## src/rtl/vga_scan_timing.sv

```systemverilog
// ============================================================================
//  Module   : vga_scan_timing
//  Purpose  : 640x480@60 raster timing with sync, blanking and a sprite window.
//             Optional VGA_BLINK_EN gates is_in_pixel with a 64-frame blink.
//  Revision : 1.0  initial release
// ============================================================================
`default_nettype none

module vga_scan_timing #(
    parameter int CLK_DIV  = 4,
    parameter int H_VIS    = 640,
    parameter int H_FP     = 16,
    parameter int H_SYNC   = 96,
    parameter int H_BP     = 48,
    parameter int V_VIS    = 480,
    parameter int V_FP     = 10,
    parameter int V_SYNC   = 2,
    parameter int V_BP     = 33,
    parameter int SYNC_POL = 0,
    parameter int WIN_X    = 0,
    parameter int WIN_Y    = 0,
    parameter int WIN_W    = 336,
    parameter int WIN_H    = 40
) (
    input  logic       CLK,
    input  logic       RST,
    output logic       pix_tick,
    output logic [9:0] hc,
    output logic [9:0] vc,
    output logic       hsync,
    output logic       vsync,
    output logic       video_on,
    output logic       is_in_pixel,
    output logic [9:0] win_hc,
    output logic [9:0] win_vc,
    output logic       frame_start
);

    localparam int         c_H_TOTAL  = H_VIS + H_FP + H_SYNC + H_BP;
    localparam int         c_V_TOTAL  = V_VIS + V_FP + V_SYNC + V_BP;
    localparam logic [3:0] c_DIV_LAST = 4'(CLK_DIV - 1);
    localparam logic [9:0] c_H_LAST   = 10'(c_H_TOTAL - 1);
    localparam logic [9:0] c_V_LAST   = 10'(c_V_TOTAL - 1);
    localparam logic [10:0] c_H_VIS   = 11'(H_VIS);
    localparam logic [10:0] c_V_VIS   = 11'(V_VIS);
    localparam logic [10:0] c_HS_BEG  = 11'(H_VIS + H_FP);
    localparam logic [10:0] c_HS_END  = 11'(H_VIS + H_FP + H_SYNC);
    localparam logic [10:0] c_VS_BEG  = 11'(V_VIS + V_FP);
    localparam logic [10:0] c_VS_END  = 11'(V_VIS + V_FP + V_SYNC);
    localparam logic [11:0] c_WX      = 12'(WIN_X);
    localparam logic [11:0] c_WY      = 12'(WIN_Y);
    localparam logic [11:0] c_WW      = 12'(WIN_W);
    localparam logic [11:0] c_WH      = 12'(WIN_H);
    localparam logic        c_SYNC_ON = (SYNC_POL != 0) ? 1'b1 : 1'b0;
`ifdef VGA_BLINK_EN
    localparam logic        c_PIX_RST = 1'b0;
`else
    localparam logic        c_PIX_RST = (WIN_X == 0 && WIN_Y == 0 && WIN_W > 0 &&
                                         WIN_H > 0 && H_VIS > 0 && V_VIS > 0) ? 1'b1 : 1'b0;
`endif

    logic [3:0] div_q, div_d;
    logic       tick_q, tick_d;
    logic [9:0] hc_q, hc_d;
    logic [9:0] vc_q, vc_d;
    logic       hsync_q, hsync_d;
    logic       vsync_q, vsync_d;
    logic       video_q, video_d;
    logic       pix_q, pix_d;
    logic [9:0] whc_q, whc_d;
    logic [9:0] wvc_q, wvc_d;
    logic       fs_q, fs_d;
`ifdef VGA_BLINK_EN
    logic [5:0] frm_q, frm_d;
`endif

    logic [10:0] w_hx, w_vx;
    logic [11:0] w_dx, w_dy;
    logic        w_in_win;

    always_comb begin
        div_d  = (div_q == c_DIV_LAST) ? 4'd0 : div_q + 4'd1;
        tick_d = (div_d == c_DIV_LAST);
        hc_d   = hc_q;
        vc_d   = vc_q;
        fs_d   = 1'b0;
        if (tick_q) begin
            if (hc_q == c_H_LAST) begin
                hc_d = 10'd0;
                if (vc_q == c_V_LAST) begin
                    vc_d = 10'd0;
                    fs_d = 1'b1;
                end else begin
                    vc_d = vc_q + 10'd1;
                end
            end else begin
                hc_d = hc_q + 10'd1;
            end
        end

        // Decode from next-state counters so outputs line up with hc/vc.
        w_hx     = {1'b0, hc_d};
        w_vx     = {1'b0, vc_d};
        hsync_d  = (w_hx >= c_HS_BEG && w_hx < c_HS_END) ? c_SYNC_ON : ~c_SYNC_ON;
        vsync_d  = (w_vx >= c_VS_BEG && w_vx < c_VS_END) ? c_SYNC_ON : ~c_SYNC_ON;
        video_d  = (w_hx < c_H_VIS) && (w_vx < c_V_VIS);

        // Offsets go negative (MSB set) left of / above the window.
        w_dx     = {1'b0, w_hx} - c_WX;
        w_dy     = {1'b0, w_vx} - c_WY;
        w_in_win = video_d && !w_dx[11] && (w_dx < c_WW) && !w_dy[11] && (w_dy < c_WH);
        whc_d    = w_in_win ? w_dx[9:0] : 10'd0;
        wvc_d    = w_in_win ? w_dy[9:0] : 10'd0;
`ifdef VGA_BLINK_EN
        frm_d    = fs_d ? frm_q + 6'd1 : frm_q;
        pix_d    = w_in_win && frm_d[5];
`else
        pix_d    = w_in_win;
`endif
    end

    always_ff @(posedge CLK or posedge RST) begin
        if (RST) begin
            div_q   <= 4'd0;
            tick_q  <= 1'b0;
            hc_q    <= 10'd0;
            vc_q    <= 10'd0;
            hsync_q <= ~c_SYNC_ON;
            vsync_q <= ~c_SYNC_ON;
            video_q <= 1'b1;
            pix_q   <= c_PIX_RST;
            whc_q   <= 10'd0;
            wvc_q   <= 10'd0;
            fs_q    <= 1'b0;
        end else begin
            div_q   <= div_d;
            tick_q  <= tick_d;
            hc_q    <= hc_d;
            vc_q    <= vc_d;
            hsync_q <= hsync_d;
            vsync_q <= vsync_d;
            video_q <= video_d;
            pix_q   <= pix_d;
            whc_q   <= whc_d;
            wvc_q   <= wvc_d;
            fs_q    <= fs_d;
        end
    end

`ifdef VGA_BLINK_EN
    always_ff @(posedge CLK or posedge RST) begin
        if (RST) begin
            frm_q <= 6'd0;
        end else begin
            frm_q <= frm_d;
        end
    end
`endif

    assign pix_tick    = tick_q;
    assign hc          = hc_q;
    assign vc          = vc_q;
    assign hsync       = hsync_q;
    assign vsync       = vsync_q;
    assign video_on    = video_q;
    assign is_in_pixel = pix_q;
    assign win_hc      = whc_q;
    assign win_vc      = wvc_q;
    assign frame_start = fs_q;

endmodule

`default_nettype wire

```

## config.mk

```make
export PLATFORM = sky130hd
export DESIGN_NAME = vga_scan_timing
export DESIGN_NICKNAME = d
export VERILOG_FILES = /design/src/rtl/vga_scan_timing.sv
export SDC_FILE = /design/constraint.sdc
export NUM_CORES = 1
export LEC_CHECK = 0
export ABC_AREA = 1
export CAP_MARGIN = 20
export CORE_ASPECT_RATIO = 0.5
export CORE_MARGIN = 2
export CORE_UTILIZATION = 56
export DETAILED_ROUTE_END_ITERATION = 6
export HOLD_SLACK_MARGIN = 0.02
export MAX_ROUTING_LAYER = met4
export PLACE_DENSITY = 0.85
export SYNTH_ARGS = -nofsm -noshare
export SYNTH_HDL_FRONTEND = slang
export SYNTH_SLANG_ARGS = --single-unit
```

## constraint.sdc

```tcl
create_clock -name CLK -period 5.4 [get_ports CLK]
set_input_delay 0.54 -clock CLK [delete_from_list [all_inputs] [get_ports CLK]]
set_output_delay 0.54 -clock CLK [all_outputs]
set_load 0.05 [all_outputs]
```

==> out/results.ini, run 1 <==
[outcome]
status=complete, no violations

[layout]
syn2layout_area_growth_pct=27.71
fill_cells=347
fin_nets=359
n_antenna_cell=0
drive_gt1_share_pct=13.31
fin_util_pct=73.66

[logic_synthesis]
synth-compound-area-share_pct=2.985
synth_top_family_by_area=simple AND/OR/NAND/NOR gates
synthSimpleGateAreaFrac_pct=31.99
yosys.area.top_type=dfrtp_1
synth_adder_area_share_pct=2.488
synth.area.top_cells=dfrtp_1 (46%), nand2_1 (9.4%), inv_1 (8.1%)
avgSynthCellArea_um2=8.468
syn_area_um2=2515
yosysWarnings=0
synth_top_cell_area_share_pct=45.77
synth.distinct_cells=30
synth_xor_area_share_pct=2.438
synth-seq-cells=50
synth_seq_area_share_pct=49.95
yosys-mux-area-fraction_pct=0
synth_cells=297

[global_route]
antenna_found_initial=0
busiest_layer=met2
grt_use_met3_pct=4.651
grt_pass1_wl_mm=9.480
met1_usage_pct=33.57
grtUsageMet2_pct=40.88
grt_use_total_pct=25.37
grt_pass1_vias=1935
grt_overflow=0
grt_max_degree=51

[die]
start_util_pct=57.68
die_w_um=98.77
rows=17
io_pins=48
dieArea_um2=5075
core-area_um2=4360
die_h_um=51.39

[power]
p_total_uw=720.4
p_leak_nw=1.625
powerDensity_nw_per_um2=224.3
vdd_drop_max_mv=0.1489

[setup_path]
required_ps=4860
critPathTopFamily=buffers and inverters
critical_path_class=reg2out
rr_endpoint=win_hc[0]
cp_cell_sequence=clkdlybuf4s50_1
endpoint_kind=output port
worst-path-buf-inv=1
reg2reg_depth=11
crit_slowest_cell=clkdlybuf4s50_1
cp_max_fo=17
rr_startpoint=pix_tick
start_kind=register
r2r_slack_ps=3180
max_stage_delay_ps=910
crit_arrival_ps=1880

[routing]
drtAntennaViolNets=0
first_pass_iters=4
initialDrtViolationCount=138
wl_per_cell_um=13.67
vias=2062
via_per_inst=5.029
wirelength_mm=5.603
drcViolationCount=0

[timing]
rsz0062_at_grt=false
hold_viol_final=0
period_share_pct=44.84
slew_headroom_pct=63.27
finalSetupViolCount=0
finalSetupTns_ps=0
period_needed_ps=2421
worst_pin_slew_ps=546.0
fmax_mhz=413.0
finClkSkew_ps=6.489
final-max-slew-violation-count=0

[clock_tree]
post_cts_buffers=0
numCtsBuffers=5
postCtsHoldBufs=0
clk_latency_ps=310
cts_root_buf=clkbuf_8
post_cts_resized=0
cts-htree-levels=2
cts.path.max_buffers=2
cts.sinks=50
cts.reportedPaths.clkPinSlew_ps=80
cts_tree=built

[worst_hold_path]
min_from=div_q[0]
hold_path_class=reg2reg
holdPathEnd=div_q[0]
hold_path_depth=1

[place]
dp.final_hpwl_mm=4.227
finalWeightedCongestion=0.8993
port_buffers=47

[run]
maxCapViolCount=0

-- routing by layer --
metal / share of wire, % / vias to the layer above
met5: 0 / -
met3: 3.2 / 10
met1: 48 / 990
met2: 48 / 45
li1: - / 1017
met4: 1.4 / 0
-- sequential cells by signal, summed over array words and instances (netlist names) --
signal,count
div_q,4
hsync,1
vsync,1
pix_tick,1
win_vc,10
vc,10
frame_start,1
video_on,1
is_in_pixel,1
win_hc,10
hc,10
-- layout by cell type, fill, tap and decap left out, drive strengths merged --
cell type	n
nand4	5
bufinv	2
dfrtp	46
nor3	20
inv	58
o21ai	8
nand2	68
or2	1
nand3	28
a31o	1
dfstp	4
xor2	7
conb	5
clkinv	1
ha	5
clkbuf	6
a31oi	1
clkdlybuf4s50	47
a21boi	1
a22oi	1
nor2	36
buf	1
a21oi	1
-- per-stage QoR --
| step | cells | setup WS, ps | instance area, µm² | hold WS, ps |
|---|---|---|---|---|
| after floorplan | 301 | 3221 | 2530 | 448.1 |
| after global placement | 401 | 3237 | 3042 | 468.9 |
| after detailed placement | 401 | 3215 | 3042 | 494.9 |
| after CTS | 409 | 2965 | 3184 | 505.9 |
| final | 410 | 2979 | 3212 | 507.9 |
| after global routing | 410 | 2863 | 3212 | 513.8 |
-- synthesized netlist by cell type, drive strengths merged --
master  instances
nand2          68
inv            58
dfrtp          46
nor2           36
nand3          28
nor3           20
o21ai           8
xor2            7
ha              5
nand4           5
dfstp           4
buf             2
clkbuf          2
a21boi          1
a21oi           1
a22oi           1
a31o            1
a31oi           1
clkinv          1
conb            1
or2             1
-- cells by family (layout without fill, tap and decap cells) --
logic type / after synthesis / in the layout
buffers and inverters: 63 / 115
adder cells (fa/ha/maj): 5 / 5
XOR/XNOR: 7 / 7
AND/OR/NAND/NOR: 158 / 158
flip-flops: 50 / 50
AO/OA/AOI/OAI: 13 / 13
other: 1 / 5
-- layout make-up --
type / instances / area (µm²) / area share (%)
sequential: 50 / 1256 / 39.11
timing repair buffer: 48 / 498.0 / 15.50
multi-input combinational: 188 / 1022 / 31.83
clock buffer: 6 / 82.58 / 2.571
tap: 57 / 71.32 / 2.220
clock inverter: 2 / 60.06 / 1.870
inverter: 59 / 221.5 / 6.895
-- how the worst max path moves through the flow --
stage / to / cells past startpoint / slack (ps) / start
5_1_grt: win_hc[1] / 11 / 2860 / hc[0]
4_1_cts: pix_tick / 1 / 2960 / pix_tick
2_1_floorplan: win_vc[4] / 12 / 3220 / hc[1]
3_5_place_dp: win_hc[1] / 11 / 3210 / pix_tick
3_3_place_gp: win_hc[4] / 11 / 3240 / hc[1]
6_report: pix_tick / 1 / 2980 / pix_tick
-- power breakdown --
group	leakage [nW]	internal, mW	total [mW]	switching, mW
Combinational	0.905	0.00586	0.0216	0.0157
Sequential	0.648	0.376	0.377	0.000496
Clock	0.0714	0.198	0.322	0.125
Total	1.62	0.579	0.720	0.141
(Power assumes the default switching activity.)
==> run 2, diff against run 1 <==
--- a/config.mk
+++ b/config.mk
@@ -9,11 +9,11 @@
 export CAP_MARGIN = 20
 export CORE_ASPECT_RATIO = 0.5
 export CORE_MARGIN = 2
-export CORE_UTILIZATION = 56
+export CORE_UTILIZATION = 52
 export DETAILED_ROUTE_END_ITERATION = 6
 export HOLD_SLACK_MARGIN = 0.02
 export MAX_ROUTING_LAYER = met4
-export PLACE_DENSITY = 0.85
+export PLACE_DENSITY = 0.8
 export SYNTH_ARGS = -nofsm -noshare
 export SYNTH_HDL_FRONTEND = slang
 export SYNTH_SLANG_ARGS = --single-unit
==> constraint.sdc (replaced) <==
create_clock -name CLK -period 2.42 [get_ports CLK]
set_input_delay 0.242 -clock CLK [delete_from_list [all_inputs] [get_ports CLK]]
set_output_delay 0.242 -clock CLK [all_outputs]
set_load 0.05 [all_outputs]
==> run 2 against run 1 <==
Against the previous run: critical path depth increased by 1; worst setup slack worse by 2700 ps; largest power group unchanged; clock skew down 2.4 ps; flip-flop and latch count did not move; first-iteration DRC count up 2.9%; combinational power is 100% higher; global-route usage shrank 1.3 points; count of clock-buffer cells in the layout up 2; non-clock buffer count grew 2.
==> out/results.ini, run 2 (synthesis gave the netlist of run 1 again) <==
[layout]
stdcell_area_um2=3191  ; was 3212 µm²
fin_nets=361  ; was 359
drive_gt1_share_pct=13.80  ; was 13.31%
syn2layout_area_growth_pct=26.87  ; was 27.71%
final_common_cell=nand2_1  ; unchanged
final_cell_mix=nand2_1 (63), inv_1 (53), clkdlybuf4s50_1 (47), dfrtp_1 (46), nor2_1 (27)  ; unchanged
n_antenna_cell=0  ; unchanged

[power]
p_sw_uw=307.7  ; was 140.9 µW
power.share.switching_pct=21.29  ; was 19.56%
internal_power_mw=1.138  ; was 579.5 µW
pwr-share-seq_pct=58.1  ; was 52.3%
p_leak_nw=1.613  ; was 1.625 nW
p_comb_share_pct=3.0  ; about the same
clkPwrFrac_pct=38.9  ; was 44.7%
powerDensity_nw_per_um2=453.0  ; was 224.3 nW/µm²
vdd_drop_max_mv=0.3583  ; was 0.1489 mV

[global_route]
grt_use_total_pct=24.03  ; was 25.37%
grt_pass1_wl_mm=9.446  ; was 9.480 mm
antenna_found_initial=0  ; unchanged
grt_overflow=0  ; unchanged
grt_max_degree=40  ; was 51
grt_pass1_vias=1998  ; was 1,935

[setup_path]
required_ps=2180  ; was 4860 ps
start_kind=register  ; unchanged
critical_path_class=reg2out  ; unchanged
r2r_slack_ps=320  ; was 3180 ps
crit_arrival_ps=1860  ; was 1880 ps
endpoint_kind=output port  ; unchanged
cp_max_fo=12  ; was 17

[outcome]
status=complete, no violations  ; unchanged

[timing]
final-max-slew-violation-count=0  ; unchanged
period_share_pct=86.89
finalSetupTns_ps=0  ; unchanged
finClkSkew_ps=4.041  ; was 6.489 ps
rsz0062_at_grt=false  ; unchanged
finalSetupViolCount=0  ; unchanged
fin_ws_ps=317.3  ; was 2979 ps
fmax_mhz=475.6
hold_viol_final=0  ; unchanged
worst_pin_slew_ps=520.2  ; was 546.0 ps
slew_headroom_pct=65.21  ; was 63.27%
period_needed_ps=2103

[clock_tree]
postCtsHoldBufs=0  ; unchanged
cts_tree=built  ; unchanged
post_cts_resized=0  ; unchanged
cts.sinks=50  ; unchanged
cts-htree-levels=2  ; unchanged
cts_root_buf=clkbuf_8  ; unchanged
cts.reportedPaths.clkPinSlew_ps=80  ; about the same
post_cts_buffers=0  ; unchanged
cts.path.max_buffers=2  ; unchanged
clk_latency_ps=310  ; about the same
numCtsBuffers=5  ; unchanged

[run]
maxCapViolCount=0  ; unchanged

[routing]
wl_per_cell_um=13.30  ; was 13.67 µm
wirelength_mm=5.598  ; was 5.603 mm
drtAntennaViolNets=0  ; unchanged
drcViolationCount=0  ; unchanged
vias=2091  ; was 2,062
initialDrtViolationCount=142  ; was 138
first_pass_iters=5  ; was 4
via_per_inst=4.967  ; was 5.029

[place]
dp_slack_ps=266.9  ; was 3215 ps
dpl_cell_area_um2=3075  ; was 3042 µm²
finalWeightedCongestion=1.025  ; was 0.8993
dp.final_hpwl_mm=4.306  ; was 4.227 mm
port_buffers=47  ; unchanged

[worst_hold_path]
hold_path_class=in2async  ; was reg2reg

[die]
start_util_pct=55.51  ; was 57.68%
core-area_um2=4531  ; was 4360 µm²
die_w_um=102.4  ; was 98.77 µm
dieArea_um2=5442  ; was 5075 µm²
io_pins=48  ; unchanged
rows=17  ; unchanged
die_h_um=53.18  ; was 51.39 µm

-- run 2: changes by cell type in the layout (fill, tap and decap cells not counted) --
cell and change:
buf_4 +3, nand2_4 +1, bufinv_16 -2, nand2_2 -1, clkbuf_8 +2, buf_16 -1
-- run 2: layout make-up --
cell class                 instances  area, µm²
fill                             372       1340
sequential                        50       1256
multi-input combinational        188       1027
timing repair buffer              50      493.0
inverter                          59      221.5
clock buffer                       8      110.1
tap                               66      82.58
-- run 2: layer usage --
| metal | vias up | global-route usage, % | routed length, µm |
|---|---|---|---|
| met2 | 60 | 40.46 | 2663 |
| li1 | 1023 | - | - |
| met5 | - | - | 0 |
| met4 | 0 | 6.222 | 40 |
| met3 | 5 | 5.152 | 312 |
| met1 | 1003 | 30.17 | 2581 |
-- run 2: power by group through the flow --
stage	Combinational, mW	Sequential [mW]	Clock (mW)
global placement	0.0442	0.857	0
floorplan	0.0128	0.872	0
global route	0.0484	0.841	0.606
finish	0.0435	0.840	0.562
CTS	0.0449	0.840	0.575
detailed placement	0.0445	0.857	0
-- run 2: stage by stage --
step | utilization [%] | hold WS [ps] | cells | power [mW]
after detailed placement | 67.88 | 488.4 | 413 | 0.9013
after global routing | 70.42 | 186.8 | 421 | 1.495
after global placement | 67.88 | 467.4 | 413 | 0.9008
final | 70.42 | 164.8 | 421 | 1.445
after CTS | 70.31 | 163.4 | 421 | 1.460
after floorplan | - | 448.1 | 301 | 0.8851
-- run 2: final timing paths --
kind,from,to,depth (start not counted)
min in group CLK,div_q[0],div_q[0],1
max in group asynchronous,RST,video_on,3
min,RST,win_vc[6],2
max reg2reg,hc[1],win_hc[4],11
min reg2reg,div_q[0],div_q[0],1
max,pix_tick,pix_tick,2
-- run 2: critical path, stage by stage (launching register included) --
cell and delay [ps]:
dfrtp_1 500, buf_4 240, clkdlybuf4s50_1 820
